File: src/rtl/march_addr_sweeper.sv
// march_addr_sweeper: bounded address sweep generator for the March-test
// controller. One sweep per accepted start over [lo_addr, hi_addr], up or
// down, with linear or row-fast address mapping and valid/last/done flags.
// Optional build macro MARCH_ADDR_AUTO_REVERSE_EN: after the first pass the
// sweep reverses direction from the end bound and a pass output is added;
// done only fires after the reverse pass.
module march_addr_sweeper #(
  parameter int A_WIDTH  = 4,
  parameter int COL_BITS = 2
) (
  input  logic               clk,
  input  logic               reset,
  input  logic               start,
  input  logic               dir,
  input  logic               row_fast,
  input  logic [A_WIDTH-1:0] lo_addr,
  input  logic [A_WIDTH-1:0] hi_addr,
  input  logic               en,
  output logic [A_WIDTH-1:0] address,
  output logic               valid,
  output logic               last,
  output logic               busy,
  output logic               done,
  output logic               err
`ifdef MARCH_ADDR_AUTO_REVERSE_EN
  ,
  output logic               pass
`endif
);

  typedef enum logic {IDLE, RUN} state_t;

  state_t             state;
  logic [A_WIDTH-1:0] cnt;
  logic [A_WIDTH-1:0] lo_q;
  logic [A_WIDTH-1:0] hi_q;
  logic               dir_q;
  logic               rf_q;
  logic               at_end;
`ifdef MARCH_ADDR_AUTO_REVERSE_EN
  logic               pass_q;
`endif

  // Row-fast swaps the column field to the top so it drives the high address bits.
  function automatic logic [A_WIDTH-1:0] map_addr(input logic [A_WIDTH-1:0] c,
                                                  input logic rf);
    if (rf) map_addr = {c[COL_BITS-1:0], c[A_WIDTH-1:COL_BITS]};
    else    map_addr = c;
  endfunction

  // End-of-pass detect and output mapping; the counter only moves while valid,
  // so the mapped address naturally holds its last value once the sweep ends.
  always_comb begin
    at_end  = (cnt == (dir_q ? hi_q : lo_q));
    last    = valid && at_end;
    address = map_addr(cnt, rf_q);
  end

`ifdef MARCH_ADDR_AUTO_REVERSE_EN
  assign pass = pass_q;
`endif

  // Sweep control FSM: start acceptance, counter stepping and completion flags.
  always_ff @(posedge clk) begin
    if (reset) begin
      state <= IDLE;
      cnt   <= '0;
      lo_q  <= '0;
      hi_q  <= '0;
      dir_q <= 1'b0;
      rf_q  <= 1'b0;
      valid <= 1'b0;
      busy  <= 1'b0;
      done  <= 1'b0;
      err   <= 1'b0;
`ifdef MARCH_ADDR_AUTO_REVERSE_EN
      pass_q <= 1'b0;
`endif
    end else begin
      done <= 1'b0;
      case (state)
        IDLE: begin
          if (start) begin
            if (lo_addr <= hi_addr) begin
              state <= RUN;
              lo_q  <= lo_addr;
              hi_q  <= hi_addr;
              dir_q <= dir;
              rf_q  <= row_fast;
              cnt   <= dir ? lo_addr : hi_addr;
              err   <= 1'b0;
              valid <= 1'b1;
              busy  <= 1'b1;
`ifdef MARCH_ADDR_AUTO_REVERSE_EN
              pass_q <= 1'b0;
`endif
            end else begin
              err <= 1'b1;
            end
          end
        end
        RUN: begin
          if (en) begin
            if (at_end) begin
`ifdef MARCH_ADDR_AUTO_REVERSE_EN
              if (!pass_q) begin
                // Counter already sits on the end bound; just turn around.
                pass_q <= 1'b1;
                dir_q  <= ~dir_q;
              end else begin
                state  <= IDLE;
                valid  <= 1'b0;
                busy   <= 1'b0;
                done   <= 1'b1;
                pass_q <= 1'b0;
              end
`else
              state <= IDLE;
              valid <= 1'b0;
              busy  <= 1'b0;
              done  <= 1'b1;
`endif
            end else begin
              cnt <= dir_q ? (cnt + A_WIDTH'(1)) : (cnt - A_WIDTH'(1));
            end
          end
        end
        default: state <= IDLE;
      endcase
    end
  end

endmodule
File: config.mk
export PLATFORM = sky130hd
export DESIGN_NAME = march_addr_sweeper
export DESIGN_NICKNAME = d
export VERILOG_FILES = /design/src/rtl/march_addr_sweeper.sv
export SDC_FILE = /design/constraint.sdc
export NUM_CORES = 1
export LEC_CHECK = 0
export BUFFER_PORTS_ARGS = -buffer_cell sky130_fd_sc_hd__buf_2
export CORE_MARGIN = 2
export CORE_UTILIZATION = 45
export CTS_CLUSTER_SIZE = 14
export DETAILED_ROUTE_END_ITERATION = 10
export PLACE_DENSITY = 0.67
export SLEW_MARGIN = 20
export SYNTH_ARGS = -nofsm -noshare
export SYNTH_HDL_FRONTEND = slang
export SYNTH_SLANG_ARGS = --single-unit
File: constraint.sdc
create_clock -name clk -period 2.97 [get_ports clk]
set_clock_uncertainty 0.2 [all_clocks]
set_input_delay 0.297 -clock clk [delete_from_list [all_inputs] [get_ports clk]]
set_output_delay 0.297 -clock clk [all_outputs]
set_load 0.05 [all_outputs]
==> results.cfg, run 1 <==
[worst_setup_path]
crit_path_required_time_ns = 2.47
path_class = flop to output pin
crit_path_start_kind = flop
worst_endpoint_data_arrival_time_ns = 2.17
crit_path_max_fanout = 7
timing.critical_path.to_type = output pin

[sta]
worst_pin_slew_ns = 0.699
layout_worst_path_cycle_share_pct = 89.7
post-route-worst-setup-slack_ns = 0.306
setup_total_negative_slack_ns = 0
maxSlewViolCount = 0
fin_crit_ns = 2.66
timing.final.setup_violations = 0
max_slew_margin_pct = 53.4
grt_setup_unrepaired = no
clock.fmax_ghz = 0.375
report.final.hold_viol_count = 0

[final_layout]
instances_no_fill = 178
nFillCells = 239
layout-drive-gt1-share_pct = 23.0
mostFrequentLayoutCell = sky130_fd_sc_hd__buf_2
layout.core_utilization_pct = 53.3
insertedDiodeCount = 0
layout_common_cells = sky130_fd_sc_hd__buf_2, sky130_fd_sc_hd__mux2i_1, sky130_fd_sc_hd__dfxtp_1
layout-area-overhead-vs-synth_pct = 12.8
finish.net_count = 170

[clock_tree]
cts.path.max_buffers = 2
ctsHoldBuffers = 0
clock_latency_ns = 0.30
ctsResizeCount = 0
clk_root_buffer_cell = sky130_fd_sc_hd__clkbuf_4
tritoncts_num_sinks = 18
clkTransAtPathRegs_ns = 0.10
tritoncts = done
post_cts_buffers = 0
cts-htree-levels = 1
numCtsBuffers = 3

[place]
portBuffers = 22
dpl.cell_count = 174
post_detailed_placement_half_perimeter_wirelength_um = 1920
finalWeightedCongestion = 0.815
place_worst_setup_slack_ns = 0.384

[pwr]
total_design_power_w = 0.000910
static-leakage-power_nw = 0.649
vdd_ir_drop_max_mv = 0.431
power-per-cell-area_nw_per_um2 = 688

[job]
drv.max_cap_violation_count = 0

[die]
core_region_area_sq_um = 2480
die_height_um = 55.0
initial_utilization_pct = 47.3
design.die.area_sq_um = 3030
die_width_um = 55.0
io-pin-count = 23
rows = 18

[global_routing]
global_router_s_overall_resource_usage_pct = 19.2
grt_first_pass_wirelength_um = 4060
overflow = 0
via_count_of_the_first_global_routing_pass = 898
antenna_found_initial = 0
grt_max_degree = 21

[synthesis]
syn-cell-area_sq_um = 1170
ys_warn_count = 0
synth-seq-area-share_pct = 30.8
syn-mean-instance-area_sq_um = 9.08
netlist-cell-type-count = 37
postSynthNetCount = 150
ys_seq_elements = 18
synth_cells = 129

[routing]
routed_wire_length_per_instance_um = 14.1
remaining_drc_errors = 0
num_vias = 984
detail-route-antenna-nets = 0
routed_wl_um = 2510
detailedRoute.firstIterationViolations = 29
dr.pass1.iters = 4
post_drt_via_cell_ratio = 5.53

[run_status]
outcome = finished, final reports clean

[hold_path]
worstHoldPathType = input pin to flop
-- kinds of logic (layout without fill, tap and decap cells) --
family          after synthesis  count (layout)  synth area share [%]
xor+xnor                      6               6                  4.49
fa+ha+maj                     7               7                  8.12
simple gates                 40              40                  18.1
compound gates               18              18                  10.9
mux                          24              24                  20.9
buf+inv                      16              35                  6.73
flops                        18              18                  30.8
-- report_power, final --
part,total [W],switching (W),internal (W),leakage (nW)
logic,0.000430,0.000257,0.000173,0.480
registers,0.000325,0.0000496,0.000276,0.148
clock network,0.000154,0.0000792,0.0000748,0.0210
total,0.000910,0.000386,0.000523,0.649
-- through the flow --
step | hold WS, ns | cell area (sq um)
floorplan | 0.241 | 1170
global placement | 0.269 | 1280
detailed placement | 0.272 | 1280
CTS | 0.0575 | 1320
global route | 0.0555 | 1320
finish | 0.0519 | 1320
-- final timing paths --
| kind | from | to | slack (ns) | cells after the start |
|---|---|---|---|---|
| max reg2reg | dir_q | busy | 0.76 | 6 |
| min | hi_addr[2] | hi_q[2] | 0.05 | 3 |
| max | dir_q | last | 0.31 | 5 |
| min reg2reg | busy | busy | 0.28 | 2 |
-- registers in the layout, indices dropped and copies added, names as in the netlist --
name   count
lo_q       4
rf_q       1
hi_q       4
done       1
busy       1
err        1
dir_q      1
cnt        4
state      1
-- layout make-up --
type	instances	area [sq um]	share of cell area, %
multi-input cells	95	736	55.7
flip-flops and latches	18	360	27.3
repair buffers	24	125	9.47
well taps	30	37.5	2.84
clock buffers	4	36.3	2.75
inverters	7	26.3	1.99
-- critical path, stage by stage (launching register included) --
cell and delay, ns:
sky130_fd_sc_hd__dfxtp_1 0.57, sky130_fd_sc_hd__mux2i_1 0.33, sky130_fd_sc_hd__xnor2_1 0.14, sky130_fd_sc_hd__nor4_4 0.39, sky130_fd_sc_hd__and2_1 0.18, sky130_fd_sc_hd__buf_2 0.25
-- synth_stat cells (all sizes together) --
master / instances / share of area [%]
a31oi: 1 / 0.53
dfxtp: 18 / 31
a22o: 1 / 0.75
ha: 6 / 6.4
nor2: 15 / 4.8
and3: 3 / 1.6
clkbuf: 3 / 0.96
nand3b: 1 / 0.64
a2bb2oi: 1 / 0.75
o22ai: 1 / 0.53
nor4: 2 / 2.4
and2: 2 / 1.1
mux2: 4 / 3.8
xnor2: 5 / 3.7
nor3: 1 / 0.43
a21o: 1 / 0.64
nor2b: 3 / 1.6
a211oi: 1 / 0.64
a311o: 2 / 1.7
o21ai: 3 / 1.3
nand3: 5 / 2.1
inv: 7 / 2.2
nand2: 5 / 1.6
xor2: 1 / 0.75
fa: 1 / 1.7
mux2i: 20 / 17
and3b: 1 / 0.75
nand4: 2 / 1.1
o221ai: 1 / 0.75
buf: 6 / 3.5
a21oi: 4 / 1.7
o211a: 1 / 0.85
a2111oi: 1 / 0.75
-- metal layers --
metal	global-route usage, %	vias to the layer above	wire length (um)
met5	0	-	0
met4	7.32	0	40
met3	3.49	6	113
met2	31.0	31	1170
met1	25.4	454	1190
li1	-	493	-
Note: power is estimated with default switching activity, not from simulation.
==> run 2, diff against run 1 <==
--- a/config.mk
+++ b/config.mk
@@ -8,6 +8,7 @@
 export BUFFER_PORTS_ARGS = -buffer_cell sky130_fd_sc_hd__buf_2
 export CORE_MARGIN = 2
 export CORE_UTILIZATION = 45
+export CTS_BUF_LIST = sky130_fd_sc_hd__clkbuf_4
 export CTS_CLUSTER_SIZE = 14
 export DETAILED_ROUTE_END_ITERATION = 10
 export PLACE_DENSITY = 0.67
==> results.cfg, run 2 (synthesized netlist as in run 1, its figures left out) <==
[sta]
layout_worst_path_cycle_share_pct = 89.7
grt_setup_unrepaired = no
timing.final.setup_violations = 0
clock.fmax_ghz = 0.375
setup_total_negative_slack_ns = 0
fin_crit_ns = 2.67
maxSlewViolCount = 0
worst_pin_slew_ns = 0.695
report.final.hold_viol_count = 0
max_slew_margin_pct = 53.6

[final_layout]
area_of_combinational_cells_with_multiple_inputs_sq_um = 736
layout-area-overhead-vs-synth_pct = 12.0
layout_common_cells = sky130_fd_sc_hd__buf_2, sky130_fd_sc_hd__mux2i_1, sky130_fd_sc_hd__dfxtp_1
finish.net_count = 170
largestRegisters = cnt x4, hi_q x4, lo_q x4
mostFrequentLayoutCell = sky130_fd_sc_hd__buf_2
layout.area.seq_sq_um = 360
insertedDiodeCount = 0
instances_no_fill = 178
layout.core_utilization_pct = 52.9
layout-drive-gt1-share_pct = 22.3
nFillCells = 242

[clock_tree]
ctsResizeCount = 0
cts.path.max_buffers = 2
clock_latency_ns = 0.30
clkTransAtPathRegs_ns = 0.10
cts-htree-levels = 1
clk_root_buffer_cell = sky130_fd_sc_hd__clkbuf_4
tritoncts = done
ctsHoldBuffers = 0
post_cts_buffers = 0
numCtsBuffers = 3
tritoncts_num_sinks = 18

[worst_setup_path]
crit_path_required_time_ns = 2.47
worst_endpoint_data_arrival_time_ns = 2.17
crit_path_start_kind = flop
timing.critical_path.to_type = output pin
worstReg2RegStart = dir_q
rrSetupSlack_ns = 0.76
crit_path_max_fanout = 7
crit-reg2reg-capture = busy
ff2ff_path_depth = 6
path_class = flop to output pin

[pwr]
power.combinational.fraction_pct = 48.6
power.sequential.fraction_pct = 36.8
vdd_ir_drop_max_mv = 0.401
clock_power_share_pct = 14.6
internal_power_w = 0.000498
power.switching_w = 0.000386
power_switching_share_pct = 43.7
static-leakage-power_nw = 0.643
power-per-cell-area_nw_per_um2 = 674

[hold_path]
min_path_cells = 3
whs_endpoint = hi_q[2]
worstHoldPathType = input pin to flop
worst_hold_startpoint = hi_addr[2]

[routing]
detail-route-antenna-nets = 0
remaining_drc_errors = 0
num_vias = 970
routed_wire_length_per_instance_um = 14.1
detailedRoute.firstIterationViolations = 20
routed_wl_um = 2510
dr.pass1.iters = 4
post_drt_via_cell_ratio = 5.45

[global_routing]
overflow = 0
antenna_found_initial = 0
via_count_of_the_first_global_routing_pass = 891
grt_first_pass_wirelength_um = 4060
global_router_s_overall_resource_usage_pct = 19.2
grt_max_degree = 21

[place]
finalWeightedCongestion = 0.815
post_detailed_placement_half_perimeter_wirelength_um = 1920
portBuffers = 22
dpl.cell_count = 174

[die]
rows = 18
core_region_area_sq_um = 2480
io-pin-count = 23
die_height_um = 55.0
initial_utilization_pct = 47.3
design.die.area_sq_um = 3030
die_width_um = 55.0

[job]
drv.max_cap_violation_count = 0

[run_status]
outcome = finished, final reports clean
[run 2: cell count changes in the layout (fill, tap and decap cells not counted), sizes merged]
cell,previous run,this run
clkbuf,4,3
clkinv,0,1
[run 2: power by group through the flow]
| stage | logic [W] | registers [W] | clock network, W |
|---|---|---|---|
| CTS | 0.000430 | 0.000326 | 0.000129 |
| floorplan | 0.000344 | 0.000326 | 0 |
| finish | 0.000430 | 0.000325 | 0.000129 |
| global placement | 0.000419 | 0.000329 | 0 |
| detailed placement | 0.000426 | 0.000331 | 0 |
| global route | 0.000467 | 0.000331 | 0.000143 |
[run 2: metrics by stage]
| stage | hold WS (ns) | setup slack, ns | instance area [sq um] | power, W |
|---|---|---|---|---|
| 5_1_grt | 0.0567 | 0.213 | 1310 | 0.000942 |
| 6_report | 0.0492 | 0.305 | 1310 | 0.000884 |
| 4_1_cts | 0.0561 | 0.313 | 1310 | 0.000884 |
| 2_1_floorplan | 0.241 | 0.808 | 1170 | 0.000671 |
| 3_3_place_gp | 0.269 | 0.460 | 1280 | 0.000748 |
| 3_5_place_dp | 0.272 | 0.384 | 1280 | 0.000758 |
[run 2: cell type report]
type / count / area share, %
sequential: 18 / 27.5
timing repair buffer: 24 / 9.54
multi-input combinational: 95 / 56.1
clock buffer: 3 / 1.72
clock inverter: 1 / 0.286
inverter: 7 / 2.00
tap: 30 / 2.86
[run 2: critical path: stages (launching register included)]
cell and delay [ns]:
sky130_fd_sc_hd__dfxtp_1 0.57, sky130_fd_sc_hd__mux2i_1 0.34, sky130_fd_sc_hd__xnor2_1 0.14, sky130_fd_sc_hd__nor4_4 0.39
sky130_fd_sc_hd__and2_1 0.18, sky130_fd_sc_hd__buf_2 0.25
[run 2: routing by layer]
layer  wire [um]  part of all wire [%]  up-vias  track usage [%]
met5           0                     0        -                0
met4          45                   1.8        0             7.32
met3         114                   4.5        7             3.49
met2        1170                    47       24             31.0
met1        1170                    47      446             25.4
li1            -                     -      493                -
[run 2: worst max path at each step]
stage,startpoint,end,slack (ns),depth (start not counted)
detailed placement,hi_addr[1],cnt[2],0.38,8
global placement,lo_addr[2],cnt[2],0.46,7
floorplan,dir_q,last,0.81,6
CTS,dir_q,last,0.31,5
finish,dir_q,last,0.30,5
global route,dir_q,last,0.21,5
